$ cat src/rtl/comp_sched.sv
// Shares one comparator between NCH channels: round-robin grant, clear, settle, majority-vote sampling.
// Latency: request sampled in IDLE -> VDONE pulse after 2+SETTLE+SAMPLES cycles; back-to-back spacing 3+SETTLE+SAMPLES.
// Backpressure: none; VREQ is level-held and only sampled in IDLE, so later requests simply wait their turn.
module comp_sched #(
  parameter  int NCH     = 4,
  parameter  int SETTLE  = 3,
  parameter  int SAMPLES = 3,
  localparam int SELW    = $clog2(NCH)
) (
  input  logic            CLK,
  input  logic            VRESET_N,
  input  logic [NCH-1:0]  VREQ,
  input  logic            VCOMP,
  output logic [SELW-1:0] VSEL,
  output logic            VCLR,
  output logic            VENABLE,
  output logic            VBUSY,
  output logic [NCH-1:0]  VDONE,
  output logic [NCH-1:0]  VRESULT
);

  // Ones-count sized to hold SAMPLES without wrapping; cycle counter covers 1..15.
  localparam int              OW          = $clog2(SAMPLES + 1);
  localparam logic [3:0]      SETTLE_LAST = 4'(SETTLE - 1);
  localparam logic [3:0]      SAMPLE_LAST = 4'(SAMPLES - 1);
  localparam logic [OW-1:0]   HALF        = OW'(SAMPLES / 2);

  typedef enum logic [2:0] {
    ST_IDLE,
    ST_CLEAR,
    ST_SETTLE,
    ST_SAMPLE,
    ST_DONE
  } state_t;

  state_t          state;
  state_t          state_nxt;
  logic [SELW-1:0] ptr;
  logic [3:0]      cnt;
  logic [OW-1:0]   ones;
  logic [OW-1:0]   ones_inc;
  logic [SELW-1:0] grant_idx;
  logic [SELW-1:0] cand;
  logic            found;

  assign ones_inc = ones + OW'(VCOMP);

  // Round-robin search: first requester strictly after the last-granted pointer, wrapping.
  always_comb begin
    grant_idx = ptr;
    cand      = ptr;
    found     = 1'b0;
    for (int i = 1; i <= NCH; i++) begin
      cand = SELW'((int'(ptr) + i) % NCH);
      if (!found && VREQ[cand]) begin
        grant_idx = cand;
        found     = 1'b1;
      end
    end
  end

  // Next-state decode; SETTLE and SAMPLE lengths are timed by the shared cycle counter.
  always_comb begin
    state_nxt = state;
    case (state)
      ST_IDLE:   if (|VREQ) state_nxt = ST_CLEAR;
      ST_CLEAR:  state_nxt = ST_SETTLE;
      ST_SETTLE: if (cnt == SETTLE_LAST) state_nxt = ST_SAMPLE;
      ST_SAMPLE: if (cnt == SAMPLE_LAST) state_nxt = ST_DONE;
      ST_DONE:   state_nxt = ST_IDLE;
      default:   state_nxt = ST_IDLE;
    endcase
  end

  // State register; reset returns to IDLE immediately, aborting any conversion.
  always_ff @(posedge CLK or negedge VRESET_N) begin
    if (!VRESET_N) state <= ST_IDLE;
    else           state <= state_nxt;
  end

  // Grant capture, counters, result write on the last sample edge, pointer update on DONE exit.
  always_ff @(posedge CLK or negedge VRESET_N) begin
    if (!VRESET_N) begin
      VSEL    <= '0;
      ptr     <= SELW'(NCH - 1);
      cnt     <= '0;
      ones    <= '0;
      VRESULT <= '0;
    end else begin
      case (state)
        ST_IDLE: begin
          if (|VREQ) VSEL <= grant_idx;
          cnt  <= '0;
          ones <= '0;
        end
        ST_CLEAR: begin
          cnt  <= '0;
          ones <= '0;
        end
        ST_SETTLE: begin
          cnt <= (cnt == SETTLE_LAST) ? 4'd0 : cnt + 4'd1;
        end
        ST_SAMPLE: begin
          ones <= ones_inc;
          cnt  <= cnt + 4'd1;
          if (cnt == SAMPLE_LAST) VRESULT[VSEL] <= (ones_inc > HALF);
        end
        ST_DONE: begin
          ptr <= VSEL;
          cnt <= '0;
        end
        default: cnt <= '0;
      endcase
    end
  end

  // Outputs decoded purely from registered state and the held grant.
  always_comb begin
    VCLR    = (state == ST_CLEAR);
    VENABLE = (state == ST_SAMPLE);
    VBUSY   = (state != ST_IDLE);
    VDONE   = '0;
    if (state == ST_DONE) VDONE[VSEL] = 1'b1;
  end

endmodule

$ cat config.mk
export PLATFORM = sky130hd
export DESIGN_NAME = comp_sched
export DESIGN_NICKNAME = d
export VERILOG_FILES = /design/src/rtl/comp_sched.sv
export SDC_FILE = /design/constraint.sdc
export NUM_CORES = 1
export LEC_CHECK = 0
export BUFFER_PORTS_ARGS = -buffer_cell sky130_fd_sc_hd__buf_4
export CAP_MARGIN = 0
export CORE_AREA = 2 2 48 50
export CTS_CLUSTER_SIZE = 25
export DETAILED_ROUTE_END_ITERATION = 7
export DIE_AREA = 0 0 50 52
export PLACE_DENSITY = 0.69
export SETUP_SLACK_MARGIN = 0.3
export SLEW_MARGIN = 15
export SYNTH_ARGS = -nofsm -noshare
export SYNTH_HDL_FRONTEND = slang
export SYNTH_SLANG_ARGS = --single-unit
$ cat constraint.sdc
create_clock -name CLK -period 2.03 [get_ports CLK]
set_input_delay 0.203 -clock CLK [delete_from_list [all_inputs] [get_ports CLK]]
set_output_delay 0.203 -clock CLK [all_outputs]
set_load 0.1 [all_outputs]
==> impl_metrics.csv <==
group,metric,value,unit
critical_path,endpoint_kind,"register",
run,drv_cap,0,
global_routing,grt_use_total,0.176,
drt,vias,818,
die,core,2110,um^2
finish,final_cell_mix,"21 x buf_4, 10 x dfrtp_1, 9 x nor2_1",
sta,fin_crit,1920,ps
global_routing,grt_max_degree,18,
sta,slew_violations,0,
place,pre_cts_ws,63.0,ps
die,ios,20,
die,fp.dieH,52,um
critical_path,crit_type,"reg -> reg",
synth,synth_top_area_cell,"dfrtp_1",
clock_tree,cts.sinks,17,
synth,synth_cell_types,33,
critical_path,critPathLaunchType,"register",
finish,drive_gt1_frac,0.409,
sta,grt_setup_unrepaired,"true",
global_routing,grt_overflow,0,
die,fp-row-count,17,
sta,setup_slack,106,ps
die,die_x,50,um
finish,fillers,172,
finish,antenna-diode-count,0,
power_and_ir_drop,leakagePower,0.587,nW
critical_path,path_max_fanout,5,
critical_path,arrival,2100,ps
drt,routed_wl,2050,um
die,start_util,0.450,
drt,first_pass_iters,4,
sta,finClkSkew,5.40,ps
sta,setup_viol,0,
power_and_ir_drop,power.density,1630,nW/um^2
synth,synth_top_area_share,0.396,
synth,yosysWarnings,0,
synth,netlist_instances,99,
clock_tree,clkTransAtPathRegs,100,ps
sta,hold_viol_final,0,
min_path,worst_hold_path_type,"in -> reg",
synth,synth_fp_nets,109,
power_and_ir_drop,total_power,2.12,mW
synth,ys_ff_latch,17,
clock_tree,clk_path_buf_depth,2,
critical_path,required,2210,ps
drt,wl_per_cell,13.2,um
synth,yosysSeqAreaShare,0.451,
run_status,status,"finished, final reports clean",
place,io_buffers,19,
synth,netlist_area,948,um^2
global_routing,first_global_vias,790,
place,place_hpwl,1370,um
sta,setup_tns,0,ps
power_and_ir_drop,ir_drop,0.00109,V
clock_tree,insertion_delay,290,ps
clock_tree,clock_tree.root_cell,"clkbuf_4",
finish,nets,138,
finish,areaGrowthSynthToFinish,37.5,%
global_routing,antenna_found_initial,0,
finish,final_common_cell,"buf_4",
sta,max_slew_margin,0.728,
sta,max_clock_freq,520,MHz
clock_tree,htree_levels,1,
finish,fin_util,0.619,
synth,syn_area_per_cell,9.58,um^2
clock_tree,cts_tree,"done",
place,place.gp.congestion,0.755,
sta,tightest_slew,397,ps
die,die_area,2600,um^2
critical_path,rrSetupSlack,110,ps
synth,synth.area.top_cells,"dfrtp_1 40%, nor2_1 5.9%, dfstp_2 5.5%",
drt,final_antenna_net_count,0,
sta,final.period_utilization,0.948,
drt,route.detailed.drc,0,
clock_tree,cts-buffers-inserted,3,
drt,first_iter_violations,10,
global_routing,grt_pass1_wl,3420,um
drt,via_per_inst,5.28,
==> flip-flops by register name, indices dropped and copies added, names as in the netlist <==
signal and flops:
ones 2, VSEL 2, cnt 4, state 3, ptr 2, VRESULT 4
==> critical path, cell delays in order, from the launching register on <==
cell and delay [ps]:
dfrtp_1 390, inv_1 60, ha_1 140, or3b_4 380
or3_4 380, nor3_2 120, mux2_1 340
==> kinds of logic after synthesis <==
| family | synth area share |
|---|---|
| buffers and inverters | 0.0356 |
| AOI/OAI and AO/OA | 0.110 |
| DFF | 0.451 |
| xor gates and xnor gates | 0.0277 |
| adders and majority gates | 0.0396 |
| and+or+nand+nor | 0.255 |
| muxes | 0.0818 |
==> Yosys cell counts (all sizes together) <==
master   count
a2111oi      1
a211o        1
a21oi        2
a222oi       1
a22o         1
a22oi        1
clkbuf       3
dfrtp       15
dfstp        2
ha           3
inv          6
mux2         6
mux2i        1
nand2        7
nand2b       5
nand3        2
nand3b       4
nand4        1
nor2        15
nor2b        1
nor3         4
nor3b        1
o21ai        5
o221ai       2
o31ai        1
or3          3
or3b         1
or4          1
xnor2        1
xor2         2
==> final timing paths <==
check,start,endpoint,cells after the start
worst max register to register,cnt[0],VRESULT[0],6
worst max-delay path,cnt[0],VRESULT[0],6
min in group asynchronous,VRESET_N,ones[1],2
max in group asynchronous,VRESET_N,ptr[1],2
worst min-delay path,VREQ[2],VSEL[1],3
worst min register to register,VRESULT[2],VRESULT[2],1
==> cell type report <==
cell class | count | area, um^2 | share of cell area
multi-input cells | 73 | 537 | 0.412
flip-flops and latches | 17 | 434 | 0.333
repair buffers | 27 | 249 | 0.191
clock buffers | 4 | 26.3 | 0.0202
inverters | 6 | 22.5 | 0.0173
well taps | 28 | 35.0 | 0.0269
==> what timing repair did <==
item	4_1_cts	5_1_grt
pin swaps	3	0
endpoints found under the hold margin	17	0
endpoints found under the setup margin	9	9
hold buffers	1	0
gates resized for setup	13	2
buffers inserted	4	3
==> per-stage QoR <==
stage | cells | area (um^2) | hold WS, ps
floorplan | 99 | 998 | -92.6
global placement | 143 | 1160 | 75.8
detailed placement | 143 | 1160 | 74.9
CTS | 152 | 1280 | 270
global route | 155 | 1300 | 281
finish | 155 | 1300 | 271
==> where the power goes <==
part	total, mW	leakage, nW	internal [mW]	switching [mW]
Combinational	1.24	0.367	0.401	0.838
Sequential	0.702	0.205	0.501	0.201
Clock	0.180	0.0150	0.0765	0.104
==> routing by layer <==
metal	track usage	up-vias	part of all wire
li1	-	403	-
met1	0.198	399	0.44
met2	0.318	14	0.52
met3	0.0517	2	0.032
met4	0.0556	0	0.0093
met5	0	-	0
Note: power is estimated with default switching activity, not from simulation.
